--- src/rtl/ft_cmd_bridge.sv ---
// Byte-stream command bridge: decodes host read/write packets from the RX FIFO into register-bus
// cycles and returns responses through the TX FIFO. Define FT_CMD_BRIDGE_TIMEOUT_EN for the bus ack timeout.
module ft_cmd_bridge #(
  parameter int ADDR_BYTES    = 2,
  parameter int DATA_BYTES    = 4,
  parameter int TIMEOUT_TICKS = 255
) (
  input  logic                      clk,
  input  logic                      rst,
  output logic                      rxfifo_rd,
  input  logic [7:0]                rxfifo_data,
  input  logic                      rxfifo_valid,
  input  logic                      rxfifo_empty,
  output logic [7:0]                txfifo_data,
  output logic                      txfifo_wr,
  input  logic                      txfifo_full,
  output logic [8*ADDR_BYTES-1:0]   bus_addr,
  output logic [8*DATA_BYTES-1:0]   bus_wdata,
  output logic                      bus_wen,
  output logic                      bus_ren,
  input  logic [8*DATA_BYTES-1:0]   bus_rdata,
  input  logic                      bus_ack,
  output logic                      busy,
  output logic [7:0]                err_cnt
);

  localparam int AW   = 8 * ADDR_BYTES;
  localparam int DW   = 8 * DATA_BYTES;
  localparam int RW   = DW + 8;
  localparam int CMAX = (ADDR_BYTES > DATA_BYTES + 1) ? ADDR_BYTES : DATA_BYTES + 1;
  localparam int CW   = $clog2(CMAX);

  localparam logic [2:0] CMD_S  = 3'd0;
  localparam logic [2:0] ADDR_S = 3'd1;
  localparam logic [2:0] DATA_S = 3'd2;
  localparam logic [2:0] BUS_S  = 3'd3;
  localparam logic [2:0] RESP_S = 3'd4;

  localparam logic [7:0] OP_WR  = 8'h57;
  localparam logic [7:0] OP_RD  = 8'h52;
  localparam logic [7:0] OP_TMO = 8'h54;

  logic [2:0]    state_q, state_d;
  logic [CW-1:0] cnt_q, cnt_d;
  logic          is_wr_q, is_wr_d;
  logic          rd_q, rd_d;
  logic          pend_q, pend_d;
  logic [AW-1:0] addr_q, addr_d;
  logic [DW-1:0] wdata_q, wdata_d;
  logic [RW-1:0] resp_q, resp_d;
  logic          single_q, single_d;
  logic [7:0]    err_q, err_d;
  logic          cap;
  logic          err_inc;
  logic          tmo_hit;

`ifdef FT_CMD_BRIDGE_TIMEOUT_EN
  localparam int TW = $clog2(TIMEOUT_TICKS);
  logic [TW-1:0] tmo_q, tmo_d;

  // Counts request cycles; the last allowed cycle is TIMEOUT_TICKS-1 after BUS_S entry.
  always_comb begin
    tmo_d = (state_q == BUS_S) ? tmo_q + TW'(1) : '0;
  end

  assign tmo_hit = (state_q == BUS_S) && (tmo_q == TW'(TIMEOUT_TICKS - 1));

  always_ff @(posedge clk or posedge rst) begin
    if (rst) tmo_q <= '0;
    else     tmo_q <= tmo_d;
  end
`else
  logic unused_timeout_ticks;
  assign unused_timeout_ticks = ^TIMEOUT_TICKS;
  assign tmo_hit = 1'b0;
`endif

  always_comb begin
    state_d  = state_q;
    cnt_d    = cnt_q;
    is_wr_d  = is_wr_q;
    addr_d   = addr_q;
    wdata_d  = wdata_q;
    resp_d   = resp_q;
    single_d = single_q;
    err_d    = err_q;
    err_inc  = 1'b0;
    // Valid is only honoured for a read we issued, so a byte in flight across reset is dropped.
    cap      = pend_q && rxfifo_valid;
    pend_d   = (pend_q && !rxfifo_valid) || rd_q;

    case (state_q)
      CMD_S: begin
        if (cap) begin
          if (rxfifo_data == OP_WR || rxfifo_data == OP_RD) begin
            is_wr_d = (rxfifo_data == OP_WR);
            cnt_d   = '0;
            state_d = ADDR_S;
          end else begin
            err_inc = 1'b1;
          end
        end
      end
      ADDR_S: begin
        if (cap) begin
          addr_d = (addr_q << 8) | AW'(rxfifo_data);
          if (cnt_q == CW'(ADDR_BYTES - 1)) begin
            cnt_d   = '0;
            state_d = is_wr_q ? DATA_S : BUS_S;
          end else begin
            cnt_d = cnt_q + CW'(1);
          end
        end
      end
      DATA_S: begin
        if (cap) begin
          wdata_d = (wdata_q << 8) | DW'(rxfifo_data);
          if (cnt_q == CW'(DATA_BYTES - 1)) begin
            cnt_d   = '0;
            state_d = BUS_S;
          end else begin
            cnt_d = cnt_q + CW'(1);
          end
        end
      end
      BUS_S: begin
        if (bus_ack) begin
          cnt_d   = '0;
          state_d = RESP_S;
          if (is_wr_q) begin
            resp_d   = {OP_WR, {DW{1'b0}}};
            single_d = 1'b1;
          end else begin
            resp_d   = {OP_RD, bus_rdata};
            single_d = 1'b0;
          end
        end else if (tmo_hit) begin
          cnt_d    = '0;
          state_d  = RESP_S;
          resp_d   = {OP_TMO, {DW{1'b0}}};
          single_d = 1'b1;
          err_inc  = 1'b1;
        end
      end
      RESP_S: begin
        // The head byte of resp_q stays on txfifo_data until the FIFO accepts it.
        if (!txfifo_full) begin
          if (single_q || cnt_q == CW'(DATA_BYTES)) begin
            state_d = CMD_S;
          end else begin
            resp_d = resp_q << 8;
            cnt_d  = cnt_q + CW'(1);
          end
        end
      end
      default: state_d = CMD_S;
    endcase

    if (err_inc && err_q != 8'hFF) err_d = err_q + 8'd1;

    rd_d = (state_d == CMD_S || state_d == ADDR_S || state_d == DATA_S) &&
           !rxfifo_empty && !pend_d;
  end

  always_ff @(posedge clk or posedge rst) begin
    if (rst) begin
      state_q  <= CMD_S;
      cnt_q    <= '0;
      is_wr_q  <= 1'b0;
      rd_q     <= 1'b0;
      pend_q   <= 1'b0;
      addr_q   <= '0;
      wdata_q  <= '0;
      resp_q   <= '0;
      single_q <= 1'b0;
      err_q    <= '0;
    end else begin
      state_q  <= state_d;
      cnt_q    <= cnt_d;
      is_wr_q  <= is_wr_d;
      rd_q     <= rd_d;
      pend_q   <= pend_d;
      addr_q   <= addr_d;
      wdata_q  <= wdata_d;
      resp_q   <= resp_d;
      single_q <= single_d;
      err_q    <= err_d;
    end
  end

  assign rxfifo_rd   = rd_q;
  assign txfifo_wr   = (state_q == RESP_S) && !txfifo_full;
  assign txfifo_data = resp_q[RW-1 -: 8];
  assign bus_addr    = addr_q;
  assign bus_wdata   = wdata_q;
  assign bus_wen     = (state_q == BUS_S) && is_wr_q;
  assign bus_ren     = (state_q == BUS_S) && !is_wr_q;
  assign busy        = (state_q != CMD_S);
  assign err_cnt     = err_q;

endmodule
--- config.mk ---
export PLATFORM = sky130hd
export DESIGN_NAME = ft_cmd_bridge
export DESIGN_NICKNAME = d
export VERILOG_FILES = /design/src/rtl/ft_cmd_bridge.sv
export SDC_FILE = /design/constraint.sdc
export NUM_CORES = 1
export LEC_CHECK = 0
export BUFFER_PORTS_ARGS = -buffer_cell sky130_fd_sc_hd__buf_2
export CAP_MARGIN = 20
export CORE_ASPECT_RATIO = 1.2
export CORE_MARGIN = 10
export CORE_UTILIZATION = 55
export CTS_CLUSTER_DIAMETER = 150
export DETAILED_ROUTE_END_ITERATION = 16
export PLACE_DENSITY = 0.87
export SETUP_SLACK_MARGIN = 0.05
export SLEW_MARGIN = 20
export SYNTH_ARGS = -nofsm -noshare
export SYNTH_HDL_FRONTEND = slang
export SYNTH_SLANG_ARGS = --single-unit
--- constraint.sdc ---
create_clock -name clk -period 10.1 [get_ports clk]
set_input_delay 3.03 -clock clk [delete_from_list [all_inputs] [get_ports clk]]
set_output_delay 3.03 -clock clk [all_outputs]
set_load 0.005 [all_outputs]
== Word level (Yosys, flattened, before mapping) ==
Cells that the tools add are included.

* Register bits after elaboration: 106
* Latch bits: 0
* RAM bits: 0
* Bits in read-only memories: 0
* Output and inout bits: 69
* Memories: 0

* $add $sub $neg: 2
* Multiply operators: 0
* Divide/modulo/power cells: 0
* Magnitude comparators: 0
* Equality and inequality tests: 19
* Shifts and indexed selects: 0
* Muxes and demuxes: 30
* Bitwise gates (word level): 2
* Reduce and logical (&&, ||, !) cells: 29

{| class="wikitable"
|+ Operator list
! operator !! count
|-
| $mux W40 || 3
|-
| $pmux W40 S2 || 1
|-
| $mux W3 || 18
|-
| $mux W35 || 1
|-
| $or A32 B8 Y32 || 1
|-
| $pmux W3 S5 || 2
|-
| $eq A8 B7 Y1 const B || 2
|-
| $or A16 B8 Y16 || 1
|-
| $ne A2 B2 Y1 const B || 7
|-
| $eq A3 B2 Y1 const B || 4
|-
| $eq A3 B1 Y1 const B || 3
|-
| $add A8 B1 Y8 const B || 1
|-
| $logic_and A1 B1 Y1 || 8
|-
| $ne A8 B8 Y1 const B || 1
|-
| $reduce_and A8 Y1 || 1
|-
| $eq A3 B3 Y1 const B || 2
|-
| $logic_not A3 Y1 || 2
|-
| $reduce_and A2 Y1 || 3
|-
| $logic_not A1 Y1 || 5
|-
| $logic_or A1 B1 Y1 || 5
|-
| $mux W1 || 5
|-
| $reduce_bool A5 Y1 || 1
|-
| $reduce_and A4 Y1 || 1
|-
| $add A3 B1 Y3 const B || 1
|-
| other kinds (3) || 3
|}

== Logic depth before layout (Yosys ltp) ==
Gate-level depths: netlist of run 1.

* Depth after elaboration: 10
* Gate-level depth with buffers: 7

== Least setup slack after synthesis of run 1 ==
No wires, ideal clock.

* Path type: input to output
* From: in txfifo_full
* To: out txfifo_wr
* Arrival: 3.136 ns
* Setup slack: 3.934 ns
* Cell stages on the path: 1
* Path buffers: 0
* Cells stage by stage: nor2_1

* Longest elaborated chain between the ends: 2

{| class="wikitable"
|+ Ends and longest elaborated chain
! what !! line !! text
|-
| start, declared || 16 || <nowiki>input logic txfifo_full,</nowiki>
|-
| $logic_not A1 Y1 || 192 || <nowiki>assign txfifo_wr = (state_q == RESP_S) && !txfifo_full;</nowiki>
|-
| $logic_and A1 B1 Y1 || 192 ||
|-
| end, declared || 15 || <nowiki>output logic txfifo_wr,</nowiki>
|}

Every way passes these cells.

== Final worst setup path of run 1 ==
Same ends and word-level chain as after synthesis.

==> results of run 1 <==
==> synthesized netlist by cell type (all sizes together), types with 3 or more instances <==
cell    count  area, sq um
ha          6         75.1
nand2b      3         18.8
nand2      52          195
mux2i       4         40.0
a22oi      24          180
o21ai      39          195
xor2        8         77.6
dfrtp     106         2650
nor2        6         30.0
a22o        3         26.3
nor3        5         47.5
nor4        3         25.0
mux2       49          552
o221ai      3         32.5
nor2b       3         18.8
nand3      10         55.1
o22a        3         26.3
buf        28          195
inv        10         37.5
==> layout make-up <==
cell class	instances	area (sq um)
Inverter	10	40.0
Timing Repair Buffer	117	593
Antenna cell	1	2.50
Multi-Input combinational cell	249	1880
Clock inverter	7	83.8
Sequential cell	106	2650
Tap cell	117	146
Clock buffer	9	124
Fill cell	683	2990
==> through the flow <==
| stage | setup WS, ns | utilization (%) | cells | power [mW] |
|---|---|---|---|---|
| 5_1_grt | 3.71 | 64.8 | 615 | 1.06 |
| 3_3_place_gp | 3.72 | 62.4 | 599 | 0.724 |
| 3_5_place_dp | 3.72 | 62.4 | 599 | 0.736 |
| 2_1_floorplan | 3.93 | - | 395 | 0.661 |
| 6_report | 3.72 | 64.9 | 616 | 0.997 |
| 4_1_cts | 3.72 | 64.8 | 615 | 1.01 |
==> routing by layer <==
layer / up-vias / global-route usage (%) / wire length, um
li1: 1597 / - / -
met1: 1573 / 19.8 / 4440
met2: 115 / 27.2 / 4880
met3: 15 / 6.44 / 912
met4: 0 / 6.62 / 190
met5: - / 0 / 0
==> worst reg2reg max path, stage by stage (launching register included) <==
cell	delay, ns
dfrtp_1	0.70
and2b_1	0.29
nand3b_2	0.62
mux2_2	0.54
==> power by group <==
group / internal [mW] / switching (mW)
clock network: 0.120 / 0.152
logic: 0.100 / 0.109
registers: 0.468 / 0.0480
==> flip-flops by register name, indices dropped and copies added (netlist names) <==
| name | flops |
|---|---|
| resp_q | 40 |
| bus_wdata | 32 |
| bus_addr | 16 |
| err_cnt | 8 |
| cnt_q | 3 |
| state_q | 3 |
| is_wr_q | 1 |
| pend_q | 1 |
| rxfifo_rd | 1 |
| single_q | 1 |
==> layout by cell type, fill, tap and decap left out, drive strengths merged, types with 4 or more instances in the layout <==
| master | Yosys | routed |
|---|---|---|
| inv | 10 | 14 |
| buf | 28 | 117 |
| xor2 | 8 | 8 |
| clkbuf | 2 | 9 |
| nor2 | 6 | 6 |
| mux2i | 4 | 4 |
| nand3 | 10 | 10 |
| ha | 6 | 6 |
| nand2 | 52 | 52 |
| mux2 | 49 | 49 |
| o21ai | 39 | 39 |
| a22oi | 24 | 24 |
| nor3 | 5 | 5 |
| dfrtp | 106 | 106 |
==> logic make-up after synthesis <==
family,after synthesis
AOI/OAI and AO/OA,83
xor gates and xnor gates,9
adders and majority gates,6
buffers and inverters,40
DFF,106
muxes,53
and+or+nand+nor,98
==> path summary, 6_finish.rpt <==
| check | startpoint | to | slack [ns] | cells past startpoint |
|---|---|---|---|---|
| worst max-delay path | txfifo_full | txfifo_wr | 3.72 | 3 |
| worst min-delay path | resp_q[32] | resp_q[32] | 0.49 | 2 |
| worst max register to register | state_q[1] | bus_wdata[23] | 7.84 | 3 |
| worst min register to register | resp_q[32] | resp_q[32] | 0.49 | 2 |
| max in group asynchronous | rst | resp_q[27] | 6.26 | 3 |
| min in group asynchronous | rst | err_cnt[3] | 2.74 | 2 |
==> results.md, run 1 <==
| Metric | This run | Unit |
|---|---|---|
| Number of setup buffers added after CTS | 0 | - |
| Count of buffers from port buffering | 114 | - |
| Post-cts hold buffer count | 0 | - |
| Non-Filler Cell Area, Final | 5520 | sq um |
| Xor/xnor share of the synthesized area | 1.81 | % |
| Worst voltage drop across the vdd grid | 79.7 | uV |
| Max Cap Viol | 0 | - |
| Proportion of synthesized area in mux cells | 12.4 | % |
| Height of the die | 122 | um |
| Final setup violating endpoints | 0 | - |
| Flip-flop and latch count after synthesis | 106 | - |
| Required time worst endpoint | 7.07 | ns |
| Proportion of register bits with asynchronous set or reset after synthesis | 100 | % |
| Initial Util | 55.9 | % |
| Setup clock skew after layout | 0.0104 | ns |
| Slew Viols, Final | 0 | - |
| Critical Path Source Type | input port | - |
| Detail Route Antenna Nets | 0 | - |
| Number of nets in the layout | 545 | - |
| First-pass GRT wire length | 17.7 | mm |
| Largest net degree at the start of global routing | 72 | - |
| WP data arrival | 3.35 | ns |
| # clock sinks | 106 | - |
| Std cell rows | 37 | - |
| Syn Nets | 447 | - |
| WP buf/inv | 2 | - |
| Status | complete, no violations | - |
| Type of the setup path with the least slack | input port to output pin | - |
| Insertion delay to the later sink of the worst-skew pair | 0.36 | ns |
| Std-Cell Core Area | 8520 | sq um |
| Number of instances resized during post-cts repair | 0 | - |
| Post-detailed-route wirelength per cell | 16.9 | um |
| Fraction of the mapped netlist area in compound gates | 12.2 | % |
| Hold Slack | 0.486 | ns |
| Main synth FF type | dfrtp_1 | - |
| Number of H-tree branching levels | 3 | - |
| Maximum clock rate | 157 | MHz |
| Maximum fanout count along the critical path | 3 | - |
| Number of clock buffers inserted by TritonCTS | 9 | - |
| First-pass iteration count of the detailed router | 5 | - |
| Setup repair after global routing missed its margin | no | - |
| Simple-gate share of the synthesized area | 11.2 | % |
| PD cells | 180 | nW/um^2 |
| Via count of the first global-routing pass | 3,575 | - |
| Period Utilization, post-route | 63.1 | % |
| Slew of the pin with the lowest slew margin | 0.815 | ns |
| GRT Residual Overflow | 0 | - |
| Maximum cell stage delay along the critical path | 0.12 | ns |
| Placed Area | 5310 | sq um |
| CP max stage cell | buf_2 | - |
| Mapped cell area | 4760 | sq um |
| Sequential area share after synthesis | 55.7 | % |
| Wirelength, routed | 10.4 | mm |
| Worst path top cell family by delay | buffers and inverters | - |
| HPWL after detailed placement | 7.77 | mm |
| Combined global-route utilization of all metal layers | 16.8 | % |
| Minimum period implied by the final worst setup slack | 6.38 | ns |
| Remaining DRCs | 0 | - |
| Overall die width | 105 | um |
| CTS root buffer | clkbuf_8 | - |
| Final hold violations | 0 | - |
| Clock slew seen by the registers of the worst setup and hold paths | 0.10 | ns |
| Combinational family with the most area after synthesis | multiplexers | - |
| Last weighted congestion value of the routability-driven placer | 0.812 | - |
| DR iter-0 viols | 139 | - |
| Avg Vias per Cell | 5.36 | - |
| Leakage | 2.83 | nW |
| Capturing element type of the critical path | output pin | - |
| Number of warnings printed during yosys synthesis | 0 | - |
| Final total negative setup slack | 0 | ns |
| Post-Synth Adder-Cell Area | 1.58 | % |
| Number of unique standard cell types used by synthesis | 54 | - |
| Count of flip-flops with a built-in enable after synthesis | 0 | - |
| Layout cells sized above 1 | 39.8 | % |
| Ordered list of cells on the worst path | buf_2 > nor2_1 > buf_2 | - |
| Average instance area after synthesis | 12.1 | sq um |
| Total die area | 12,800 | sq um |
| Cell mode on critical path | buf_2 | - |
| Number of buffers between clock root and the deepest sink | 2 | - |
| Synthesis-to-layout area growth | 16.0 | % |
| Cell count after synthesis | 395 | - |
| Path category of the worst min-delay check | flip-flop to flip-flop | - |
| Count of pins on the block boundary | 115 | - |
| Number of antenna violations at the first check in global routing | 1 | - |
| Via total after detailed routing | 3,300 | - |
| TritonCTS clock tree | built | - |
| Worst slew margin | 45.3 | % |
No activity file was read; power rests on OpenSTA's default activity.
==> inputs of run 2 (changes only) <==
Settings changed: ABC_AREA set to 1, CORE_UTILIZATION 55 to 54, PLACE_DENSITY 0.87 to 0.85.
Clock period 10.1 ns to 6.6 ns, I/O delays scaled along.
==> run 2 against run 1 <==
  * Cell count rose by 29%
  * Die area rose by 3.6%
  * Final area rose by 2.1%
  * Sequential power rose by 91%
  * Critical path depth did not move
  * Largest cell class unchanged
  * Largest power group unchanged
==> results.md, run 2 <==
| Metric | This run | Unit | vs previous |
|---|---|---|---|
| Final total negative setup slack | 0 | ns | unchanged |
| DR iter-0 viols | 233 | - | +68% |
| Maximum fanout count along the critical path | 2 | - | -1 |
| Height of the die | 124 | um | +1.8% |
| Final hold violations | 0 | - | unchanged |
| Internal power summed over all cells | 1.25 | mW | +82% |
| Average instance area after synthesis | 8.43 | sq um | -30% |
| Std cell rows | 37 | - | unchanged |
| Fraction of the mapped netlist area in compound gates | 11.5 | % | -0.63 points |
| Most used standard cell by instance count after synthesis | nand2_1 | - |  |
| Required time worst endpoint | 4.62 | ns | -2.45 ns |
| Max Cap Viol | 0 | - | unchanged |
| PD cells | 347 | nW/um^2 | +92% |
| Overall die width | 107 | um | +1.8% |
| Cell mode on critical path | buf_2 | - |  |
| Main synth FF type | dfrtp_1 | - |  |
| CP max stage cell | buf_2 | - |  |
| Combinational family with the most area after synthesis | simple AND/OR/NAND/NOR gates | - |  |
| Initial Util | 56.1 | % | +0.19 points |
| Clk pwr share | 19.4 | % | -7.8 points |
| Number of stages on the worst hold path | 2 | - | unchanged |
| Synthesis-to-layout area growth | 15.6 | % |  |
| WP data arrival | 2.32 | ns | -1.03 ns |
| Reg2Reg Capture Point | bus_wdata[12] | - |  |
| Number of instances resized during post-cts repair | 0 | - | unchanged |
| Number of cells traversed by the worst register-to-register path | 6 | - | +3 |
| Most frequent cells in the layout | nand2_1 (164), buf_2 (114), dfrtp_1 (106), o21ai_0 (96), inv_1 (71) | - |  |
| Remaining DRCs | 0 | - | unchanged |
| Count of flip-flops with a built-in enable after synthesis | 0 | - | unchanged |
| Sequential area share after synthesis | 54.3 | % | -1.4 points |
| WP buf/inv | 2 | - | unchanged |
| Status | complete, no violations | - |  |
| Flip-flop and latch count after synthesis | 106 | - | unchanged |
| Share of Yosys cell area claimed by the top area cell type | 54.3 | % | -1.4 points |
| Post-detailed-route wirelength per cell | 14.1 | um | -17% |
| Number of warnings printed during yosys synthesis | 0 | - | unchanged |
| Number of buffers between clock root and the deepest sink | 2 | - | unchanged |
| Number of unique standard cell types used by synthesis | 26 | - | -52% |
| Largest net degree at the start of global routing | 67 | - | -6.9% |
| Top area cells in the synthesized netlist | dfrtp_1 (54%), nand2_1 (13%), o21ai_0 (9.8%), inv_1 (5.5%), nand3_1 (4.4%) | - |  |
| Placed Area | 5430 | sq um | +2.2% |
| Worst slew margin | 31.5 | % | -14 points |
| Via count of the first global-routing pass | 3,938 | - | +10% |
| Number of antenna violations at the first check in global routing | 0 | - | -1 |
| Relative contribution of combinational cells to total power | 30.3 | % | +9.3 points |
| TritonCTS clock tree | built | - |  |
| Number of H-tree branching levels | 3 | - | unchanged |
| First-pass GRT wire length | 18.7 | mm | +5.7% |
| Detail Route Antenna Nets | 0 | - | unchanged |
| Clock slew seen by the registers of the worst setup and hold paths | 0.10 | ns | about the same |
| Number of setup buffers added after CTS | 0 | - | unchanged |
| Period Utilization, post-route | 65.1 | % |  |
| Combined global-route utilization of all metal layers | 17.2 | % | +0.39 points |
| Maximum clock rate | 233 | MHz |  |
| Setup clock skew after layout | 0.00858 | ns | -0.00183 ns |
| Insertion delay to the later sink of the worst-skew pair | 0.37 | ns | about the same |
| Via total after detailed routing | 4,102 | - | +24% |
| Number of nets in the layout | 727 | - | +33% |
| Proportion of power drawn by flip-flops and latches | 50.3 | % | -1.5 points |
| Layout cells sized above 1 | 22.1 | % | -18 points |
| Largest register FFs | 40 | - | unchanged |
| Antenna Cells | 0 | - | -1 |
| Reg-to-reg startpoint | state_q[2] | - |  |
| Non-Filler Instances | 797 | - | +29% |
| Cell count after synthesis | 579 | - | +47% |
| HPWL after detailed placement | 8.38 | mm | +7.8% |
| Std-Cell Core Area | 8700 | sq um | +2.2% |
| # clock sinks | 106 | - | unchanged |
| Final setup violating endpoints | 0 | - | unchanged |
| Slew of the pin with the lowest slew margin | 1.03 | ns | +0.211 ns |
| Net switching power of the design | 702 | uW | +130% |
| Minimum period implied by the final worst setup slack | 4.30 | ns |  |
| Path category of the worst min-delay check | flip-flop to flip-flop | - |  |
| Xor/xnor share of the synthesized area | 1.26 | % | -0.56 points |
| Post-cts hold buffer count | 0 | - | unchanged |
| CTS root buffer | clkbuf_8 | - |  |
| Syn Nets | 631 | - | +41% |
| Count of buffers from port buffering | 114 | - | unchanged |
| Register bank with the most flops | resp_q | - |  |
| Mapped cell area | 4880 | sq um | +2.5% |
| Post-Synth Adder-Cell Area | 1.54 | % | -0.039 points |
| Switching part of the total | 35.9 | % | +4.9 points |
| Hold Crit Endpoint | bus_wdata[31] | - |  |
| Proportion of synthesized area in mux cells | 1.85 | % | -11 points |
| Avg Vias per Cell | 5.15 | - | -3.9% |
| Worst path top cell family by delay | buffers and inverters | - |  |
| Slew Viols, Final | 0 | - | unchanged |
| Proportion of register bits with asynchronous set or reset after synthesis | 100 | % | unchanged |
| Beginning of the worst hold path | bus_wdata[31] | - |  |
| Number of cells after detailed placement | 780 | - | +30% |
| Type of the setup path with the least slack | input port to output pin | - |  |
| FF-to-FF setup slack | 3.91 | ns | -3.93 ns |
| Critical Path Source Type | input port | - |  |
| Leakage | 3.03 | nW | +7.2% |
| Wirelength, routed | 11.2 | mm | +7.8% |
| Number of clock buffers inserted by TritonCTS | 9 | - | unchanged |
| Last weighted congestion value of the routability-driven placer | 0.817 | - | +0.64% |
| Count of pins on the block boundary | 115 | - | unchanged |
| Synth top cells by count | nand2_1 (164), dfrtp_1 (106), o21ai_0 (96) | - |  |
| Worst voltage drop across the vdd grid | 181 | uV | +130% |
| Ordered list of cells on the worst path | buf_2 > nor2_1 > buf_2 | - |  |
| Simple-gate share of the synthesized area | 19.9 | % | +8.6 points |
| GRT Residual Overflow | 0 | - | unchanged |
| Non-Filler Cell Area, Final | 5640 | sq um | +2.1% |
| First-pass iteration count of the detailed router | 5 | - | unchanged |
| Most frequent standard cell in the layout excluding fill and tap cells | nand2_1 | - |  |
| Maximum cell stage delay along the critical path | 0.15 | ns | +0.03 ns |
| Setup repair after global routing missed its margin | no | - |  |
| Library cell occupying the most area in the post-synthesis netlist | dfrtp_1 | - |  |
| Total die area | 13,300 | sq um | +3.6% |
| Capturing element type of the critical path | output pin | - |  |
==> run 2: final cells by class <==
type | count | area, sq um
Sequential cell | 106 | 2650
Tap cell | 117 | 146
Clock buffer | 11 | 151
Clock inverter | 5 | 37.5
Inverter | 74 | 280
Timing Repair Buffer | 117 | 606
Fill cell | 761 | 3060
Multi-Input combinational cell | 367 | 1770
==> run 2: power by group through the flow <==
| stage | Clock, mW | Combinational (mW) | Sequential, mW |
|---|---|---|---|
| floorplan | 0 | 0.358 | 0.984 |
| global placement | 0 | 0.563 | 0.982 |
| detailed placement | 0 | 0.598 | 0.996 |
| CTS | 0.386 | 0.601 | 0.983 |
| global route | 0.415 | 0.687 | 1.01 |
| finish | 0.379 | 0.593 | 0.984 |
==> run 2: metal layers <==
metal	track usage, %	wire length, um
met3	5.94	864
met4	5.85	140
met1	21.1	4680
met5	0	0
met2	27.7	5540
==> run 2: worst min-delay path: cells and delay by family, from the launching register on <==
kind             cells  cell delay, ns
flip-flops           1            0.37
AND/OR/NAND/NOR      2            0.10
==> run 2: worst max-delay path by stage <==
| stage | depth (start not counted) | start | to | slack, ns |
|---|---|---|---|---|
| finish | 3 | txfifo_full | txfifo_wr | 2.30 |
| global route | 3 | txfifo_full | txfifo_wr | 2.25 |
| CTS | 3 | txfifo_full | txfifo_wr | 2.30 |
| detailed placement | 3 | txfifo_full | txfifo_wr | 2.30 |
| global placement | 3 | txfifo_full | txfifo_wr | 2.30 |
| floorplan | 1 | rst | bus_addr[0] | 1.83 |
==> run 2: kinds of logic after synthesis <==
logic type               count (synthesis)
flip-flops                             106
AND/OR/NAND/NOR                        239
buffers and inverters                  106
XOR/XNOR                                 7
AO/OA/AOI/OAI                          107
adder cells (fa/ha/maj)                  6
multiplexers                             8
==> run 2: metrics by stage <==
| step | setup slack (ns) | power [mW] | util, % | hold slack (ns) |
|---|---|---|---|---|
| after global placement | 2.30 | 1.54 | 62.4 | 0.455 |
| after detailed placement | 2.30 | 1.59 | 62.4 | 0.460 |
| after CTS | 2.30 | 1.97 | 64.6 | 0.484 |
| final | 2.30 | 1.96 | 64.8 | 0.491 |
| after floorplan | 1.83 | 1.34 | - | 0.462 |
| after global routing | 2.25 | 2.12 | 64.8 | 0.513 |
